File: src/rtl/spi_xfer_ctrl.sv
// Transfer sequencer for spi_shift: takes one command per transfer, paces SCLK from a
// programmable divider, frames the slave selects with guard times and returns the RX byte.
module spi_xfer_ctrl #(
  parameter int DIV_W = 8,
  parameter int SS_W  = 4
) (
  input  logic             wb_clk,
  input  logic             wb_reset,
  input  logic             cmd_valid,
  output logic             cmd_ready,
  input  logic [7:0]       cmd_data,
  input  logic [2:0]       cmd_len,
  input  logic             cmd_lsb,
  input  logic             cmd_cpol,
  input  logic             cmd_cpha,
  input  logic [SS_W-1:0]  cmd_ss,
  input  logic [DIV_W-1:0] divider,
  output logic             rsp_valid,
  input  logic             rsp_ready,
  output logic [7:0]       rsp_data,
  output logic             busy,
  output logic [SS_W-1:0]  ss_n,
  output logic             sh_go,
  output logic [2:0]       sh_len,
  output logic             sh_lsb,
  output logic             sh_tx_negedge,
  output logic             sh_rx_negedge,
  output logic [7:0]       sh_p_in,
  output logic [3:0]       sh_latch,
  output logic [3:0]       sh_byte_sel,
  output logic             sh_sclk,
  output logic             sh_pos_edge,
  output logic             sh_neg_edge,
  input  logic [7:0]       sh_p_out
);

  typedef enum logic [2:0] {S_IDLE, S_LOAD, S_SETUP, S_RUN, S_HOLD, S_DONE} state_e;

  state_e           state_q, state_d;
  logic [DIV_W-1:0] cnt_q, cnt_d, div_q, div_d;
  logic [4:0]       edge_cnt_q, edge_cnt_d, n2;
  logic [SS_W-1:0]  ss_q, ss_d, ss_n_q, ss_n_d;
  logic [2:0]       len_q, len_d;
  logic             lsb_q, lsb_d, rx_neg_q, rx_neg_d, tx_neg_q, tx_neg_d;
  logic [7:0]       p_in_q, p_in_d, rsp_data_q, rsp_data_d;
  logic [3:0]       latch_q, latch_d, byte_sel_q, byte_sel_d;
  logic             sclk_q, sclk_d, pos_q, pos_d, neg_q, neg_d, go_q, go_d;
  logic             cmd_ready_q, cmd_ready_d, busy_q, busy_d, rsp_valid_q, rsp_valid_d;

  // Both channels are strict valid/ready: a transfer happens only in a cycle where
  // valid && ready at the clock edge; the offering side holds its payload until then.
  assign n2 = (len_q == 3'd0) ? 5'd16 : {1'b0, len_q, 1'b0};

  always_comb begin
    state_d     = state_q;
    cnt_d       = cnt_q;
    div_d       = div_q;
    edge_cnt_d  = edge_cnt_q;
    ss_d        = ss_q;
    ss_n_d      = ss_n_q;
    len_d       = len_q;
    lsb_d       = lsb_q;
    rx_neg_d    = rx_neg_q;
    tx_neg_d    = tx_neg_q;
    p_in_d      = p_in_q;
    rsp_data_d  = rsp_data_q;
    byte_sel_d  = byte_sel_q;
    sclk_d      = sclk_q;
    rsp_valid_d = rsp_valid_q;
    latch_d     = 4'b0000;
    pos_d       = 1'b0;
    neg_d       = 1'b0;
    case (state_q)
      S_IDLE: begin
        if (cmd_valid && cmd_ready_q) begin
          state_d    = S_LOAD;
          div_d      = divider;
          ss_d       = cmd_ss;
          len_d      = cmd_len;
          lsb_d      = cmd_lsb;
          rx_neg_d   = cmd_cpol ^ cmd_cpha;
          tx_neg_d   = ~(cmd_cpol ^ cmd_cpha);
          p_in_d     = cmd_data;
          latch_d    = 4'b0001;
          byte_sel_d = 4'b0001;
          sclk_d     = cmd_cpol;
          edge_cnt_d = 5'd0;
        end
      end
      S_LOAD: begin
        state_d = S_SETUP;
        cnt_d   = div_q;
        ss_n_d  = ~ss_q;
      end
      S_SETUP: begin
        if (cnt_q == '0) begin
          state_d = S_RUN;
          cnt_d   = div_q;
        end else begin
          cnt_d = cnt_q - DIV_W'(1);
        end
      end
      S_RUN: begin
        // edge_cnt_q already includes the edge shown this cycle
        if (edge_cnt_q == n2) begin
          state_d = S_HOLD;
          cnt_d   = div_q;
        end else begin
          cnt_d = (cnt_q == '0) ? div_q : cnt_q - DIV_W'(1);
        end
      end
      S_HOLD: begin
        if (cnt_q == div_q) rsp_data_d = sh_p_out;
        if (cnt_q == '0) begin
          state_d     = S_DONE;
          rsp_valid_d = 1'b1;
        end else begin
          cnt_d = cnt_q - DIV_W'(1);
        end
      end
      S_DONE: begin
        if (rsp_ready) begin
          state_d     = S_IDLE;
          rsp_valid_d = 1'b0;
        end
      end
      default: state_d = S_IDLE;
    endcase

    // Strobes and SCLK are registered, so the edge decision looks at next-cycle state.
    if (state_d == S_RUN && cnt_d == '0) begin
      sclk_d     = ~sclk_q;
      pos_d      = ~sclk_q;
      neg_d      = sclk_q;
      edge_cnt_d = edge_cnt_q + 5'd1;
    end
    if (state_d == S_HOLD && cnt_d == '0) ss_n_d = '1;
    go_d        = (state_d == S_RUN);
    cmd_ready_d = (state_d == S_IDLE);
    busy_d      = (state_d != S_IDLE);
  end

  always_ff @(posedge wb_clk) begin
    if (!wb_reset) begin
      state_q     <= S_IDLE;
      cnt_q       <= '0;
      div_q       <= '0;
      edge_cnt_q  <= 5'd0;
      ss_q        <= '0;
      ss_n_q      <= '1;
      len_q       <= 3'd0;
      lsb_q       <= 1'b0;
      rx_neg_q    <= 1'b0;
      tx_neg_q    <= 1'b1;
      p_in_q      <= 8'd0;
      rsp_data_q  <= 8'd0;
      latch_q     <= 4'b0000;
      byte_sel_q  <= 4'b0000;
      sclk_q      <= 1'b0;
      pos_q       <= 1'b0;
      neg_q       <= 1'b0;
      go_q        <= 1'b0;
      cmd_ready_q <= 1'b1;
      busy_q      <= 1'b0;
      rsp_valid_q <= 1'b0;
    end else begin
      state_q     <= state_d;
      cnt_q       <= cnt_d;
      div_q       <= div_d;
      edge_cnt_q  <= edge_cnt_d;
      ss_q        <= ss_d;
      ss_n_q      <= ss_n_d;
      len_q       <= len_d;
      lsb_q       <= lsb_d;
      rx_neg_q    <= rx_neg_d;
      tx_neg_q    <= tx_neg_d;
      p_in_q      <= p_in_d;
      rsp_data_q  <= rsp_data_d;
      latch_q     <= latch_d;
      byte_sel_q  <= byte_sel_d;
      sclk_q      <= sclk_d;
      pos_q       <= pos_d;
      neg_q       <= neg_d;
      go_q        <= go_d;
      cmd_ready_q <= cmd_ready_d;
      busy_q      <= busy_d;
      rsp_valid_q <= rsp_valid_d;
    end
  end

  assign cmd_ready     = cmd_ready_q;
  assign rsp_valid     = rsp_valid_q;
  assign rsp_data      = rsp_data_q;
  assign busy          = busy_q;
  assign ss_n          = ss_n_q;
  assign sh_go         = go_q;
  assign sh_len        = len_q;
  assign sh_lsb        = lsb_q;
  assign sh_tx_negedge = tx_neg_q;
  assign sh_rx_negedge = rx_neg_q;
  assign sh_p_in       = p_in_q;
  assign sh_latch      = latch_q;
  assign sh_byte_sel   = byte_sel_q;
  assign sh_sclk       = sclk_q;
  assign sh_pos_edge   = pos_q;
  assign sh_neg_edge   = neg_q;

endmodule

File: config.mk
export PLATFORM = sky130hd
export DESIGN_NAME = spi_xfer_ctrl
export DESIGN_NICKNAME = d
export VERILOG_FILES = /design/src/rtl/spi_xfer_ctrl.sv
export SDC_FILE = /design/constraint.sdc
export NUM_CORES = 1
export LEC_CHECK = 0
export ABC_AREA = 1
export CAP_MARGIN = 10
export CORE_ASPECT_RATIO = 0.8
export CORE_MARGIN = 5
export CORE_UTILIZATION = 45
export CTS_CLUSTER_SIZE = 8
export DETAILED_ROUTE_END_ITERATION = 6
export MAX_ROUTING_LAYER = met4
export PLACE_DENSITY = 0.81
export SLEW_MARGIN = 20
export SYNTH_ARGS = -nofsm -noshare
export SYNTH_HDL_FRONTEND = slang
export SYNTH_SLANG_ARGS = --single-unit
File: constraint.sdc
create_clock -name wb_clk -period 1.9 [get_ports wb_clk]
set_clock_uncertainty 0.1 [all_clocks]
set_input_delay 0.38 -clock wb_clk [delete_from_list [all_inputs] [get_ports wb_clk]]
set_output_delay 0.38 -clock wb_clk [all_outputs]
set_load 0.01 [all_outputs]
==> metrics.md <==
| Metric | Value |
|---|---|
| Post-route setup slack | `-0.347 ns` |
| Pre-CTS setup slack | `-0.292 ns` |
| Int Power | `about 5.5 mW` |
| Crit Path Max Fanout | `7` |
| Worst reg2reg path endpoint | `edge_cnt_q[4]` |
| Mux share of post-synthesis cell area | `0` |
| Die ar. | `around 8900 µm²` |
| Status | `finished, violations left` |
| Initial antenna violation count | `0` |
| Compound-Gate Fraction of Synth Area | `0.133` |
| Fin crit period | `2.25 ns` |
| Async SR Flop Fraction | `0` |
| Layout cell share with drive strength beyond 1 | `0.341` |
| Clock slew at reported path FFs | `about 0.080 ns` |
| Post-synthesis sequential area ratio | `0.393` |
| Critical path's top delay family | `simple AND/OR/NAND/NOR gates` |
| Fin Setup TNS | `-3.41 ns` |
| Worst R2R Path Depth | `15` |
| Post-layout util | `0.759` |
| Yosys top cell by area | `dfxtp_1` |
| Post-CTS Hold Fix Bufs | `0` |
| Failing checks | `setup timing` |
| Fmax | `about 0.45 GHz` |
| #FFs+latches synth | `between 60 and 70` |
| Met1 Use GR | `0.289` |
| Drt via density | `roughly 5.2` |
| R2R Setup Slk | `-0.35 ns` |
| Crit path launch | `cnt_q[0]` |
| RSZ-0062 raised after global routing | `yes` |
| Die W | `between 100 and 150 µm` |
| Buf+Inv Stages, Crit Path | `4` |
| PortBufs | `just over 70` |
| Sequential power share | `0.196` |
| DR WL/cell | `~15 µm` |
| Post-Syn Area per Cell | `between 6 and 7 µm²` |
| Synth Area in Simple Gates | `0.339` |
| Psw | `~4.4 mW` |
| Vias in the first global route | `~3500` |
| GRT Total Usage | `0.233` |
| Placed instance area | `approximately 4600 µm²` |
| Crit. End Element | `register` |
| CP dominant cell by count | `nor2_4` |
| Switching Share | `0.444` |
| Met3 usage | `0.0685` |
| Critical R2R Launch | `cnt_q[0]` |
| Clock Sink Count | `63` |
| Initial Util | `0.464` |
| Critical Path RT | `~2.1 ns` |
| Post-synthesis xor/xnor area fraction | `0.0218` |
| Startpoint Class | `register` |
| P_leak | `~2.4 nW` |
| Inst Count DP | `approximately 700` |
| Core area | `between 6000 and 7000 µm²` |
| Dpl hpwl | `roughly 7.2 mm` |
| Most frequent cells in the layout | `clkdlybuf4s50_1 (72), nand2_1 (71), buf_4 (71)` |
| Clock power frac | `0.151` |
| Area growth, synth to finish | `63.6%` |
| Global placement routability congestion | `0.985` |
| Pwr Total | `9.83 mW` |
| Maxcap violations | `0` |
| Ports | `79` |
| Die Ht | `85.6 µm` |
| Synth Cell Area | `roughly 3200 µm²` |
| CTS tree | `yes` |
| Adder-cell share of the synthesized area | `0.0117` |
| Crit path DAT | `2.42 ns` |
| CTS buffer count | `9` |
| Peak supply drop | `between 0.9 and 1 mV` |
| Met2 Usage GRT | `0.376` |
| Hold Path Class | `reg -> reg` |
| Power Dens Cells | `roughly 1900 nW/µm²` |
| Nets | `655` |
| Finished Cell Area | `around 5300 µm²` |
| Crit-path slowest cell | `dfxtp_2` |
| CP peak stage delay | `between 0.3 and 0.4 ns` |
| Cell depth of the worst setup path | `15` |
| Min-delay src | `sh_tx_negedge` |
| Top cell type's share of synthesized area | `0.393` |
| Pin count of the biggest net entering global routing | `between 40 and 50` |
| Crit Path Class | `reg -> reg` |
| Largest family of logic cells by synthesized area | `simple AND/OR/NAND/NOR gates` |
| DRC | `0` |
| Max Root-Sink Buffers | `2` |
| Setup-failing EPs final | `12` |
| DR iter-0 viols | `between 200 and 300` |
| Tcrit/Tclk final | `1.18` |
| Synth top area cells | `dfxtp_1 (39%), nand2_1 (10%), nor2_1 (8.8%)` |
| Wire length of the first global-routing pass | `~16 mm` |
| Crit path to | `edge_cnt_q[4]` |
| EDFF count, synth | `0` |
| Synth Warn # | `0` |
| Hold Vio Cnt, Final | `0` |
| Via count | `3645` |
| GR Overflow Total | `0` |
| Post-synth cell types | `40` |
| Htree depth | `3` |
| Grt peak-use layer | `met2` |
| Total wire length | `roughly 11 mm` |
| Final Max Tran Viols | `0` |
| Most common cell after layout, fill and taps aside | `clkdlybuf4s50_1` |
| Antenna-violating nets left | `0` |
| Critical Path, Cell by Cell | `inv_4 -> ha_4 -> inv_2 -> nor2_4 -> nand2_4 -> buf_6 -> o21a_1 -> nand2_1 -> nand2_2 -> nor2_4 -> nand2_4 -> nor2_4 -> buf_6 -> nand4_1 -> a21oi_1` |
| Layout Cells excl Fill | `706` |
| Top FF cell, synth | `dfxtp_1` |
| Iteration count of the initial detailed-routing pass | `5` |
| Clock root cell | `clkbuf_8` |
| FP Rows | `27` |
| Clock Latency Late Sink | `about 0.35 ns` |
| Comb power frac | `0.653` |
| # diodes | `0` |
| Mapped Cells | `between 400 and 500` |
| Min Hold Slack | `approximately 0.37 ns` |
[registers in the layout, indices dropped and copies added, names as in the netlist, 3 cells and up]
name and cells:
rsp_data 8, cnt_q 8, div_q 8, sh_p_in 8
ss_q 4, sh_len 3, edge_cnt_q 5, state_q 3
ss_n 4
[cells in the mapped netlist, types with 2 or more instances]
cell type / instances
a211oi_1: 8
nand2_2: 8
nor2_2: 5
nand3_1: 42
nand3_2: 3
a21oi_1: 21
a31oi_1: 2
nor3_1: 2
nand2_1: 87
buf_4: 7
nor2_4: 4
dfxtp_1: 63
clkbuf_1: 9
nand4_1: 5
inv_2: 7
inv_1: 47
xor2_1: 4
o21ai_0: 36
xnor2_1: 4
nor2_1: 75
o21ai_1: 3
buf_2: 3
ha_1: 3
[power by group through the flow]
stage	clock network [mW]	registers [mW]	logic [mW]
CTS	1.50	1.88	5.68
global route	1.57	1.96	6.98
floorplan	0	1.96	3.08
finish	1.49	1.92	6.42
global placement	0	1.89	5.24
detailed placement	0	1.89	5.32
[final cells by class]
class | count | area (µm²)
multi-input combinational | 331 | 1970
fill | 450 | 1670
timing repair buffer | 154 | 1420
sequential | 63 | 1280
inverter | 55 | 216
clock inverter | 7 | 125
clock buffer | 9 | 124
tap | 87 | 109
[timing repair]
item,CTS,global route
gates resized for setup,30,75
setup buffers,2,7
pin swaps,8,35
setup endpoints to repair,17,25
[metal layers]
metal | vias up | part of all wire
met5 | - | 0
met4 | 0 | 0.013
met3 | 23 | 0.098
met2 | 181 | 0.48
met1 | 1659 | 0.41
li1 | 1782 | -
[kinds of logic after synthesis]
group / Yosys count
adders and majority gates: 3
and+or+nand+nor: 238
xor gates and xnor gates: 8
AOI/OAI and AO/OA: 76
DFF: 63
other: 1
buffers and inverters: 76
[how the worst min path moves through the flow]
stage	endpoint	slack (ns)	depth (start not counted)
4_1_cts	sh_tx_negedge	0.37	1
6_report	sh_tx_negedge	0.37	1
2_1_floorplan	ss_q[0]	0.36	2
5_1_grt	sh_tx_negedge	0.38	1
3_5_place_dp	sh_tx_negedge	0.34	1
3_3_place_gp	sh_tx_negedge	0.33	1
Note: power is estimated with default switching activity, not from simulation.
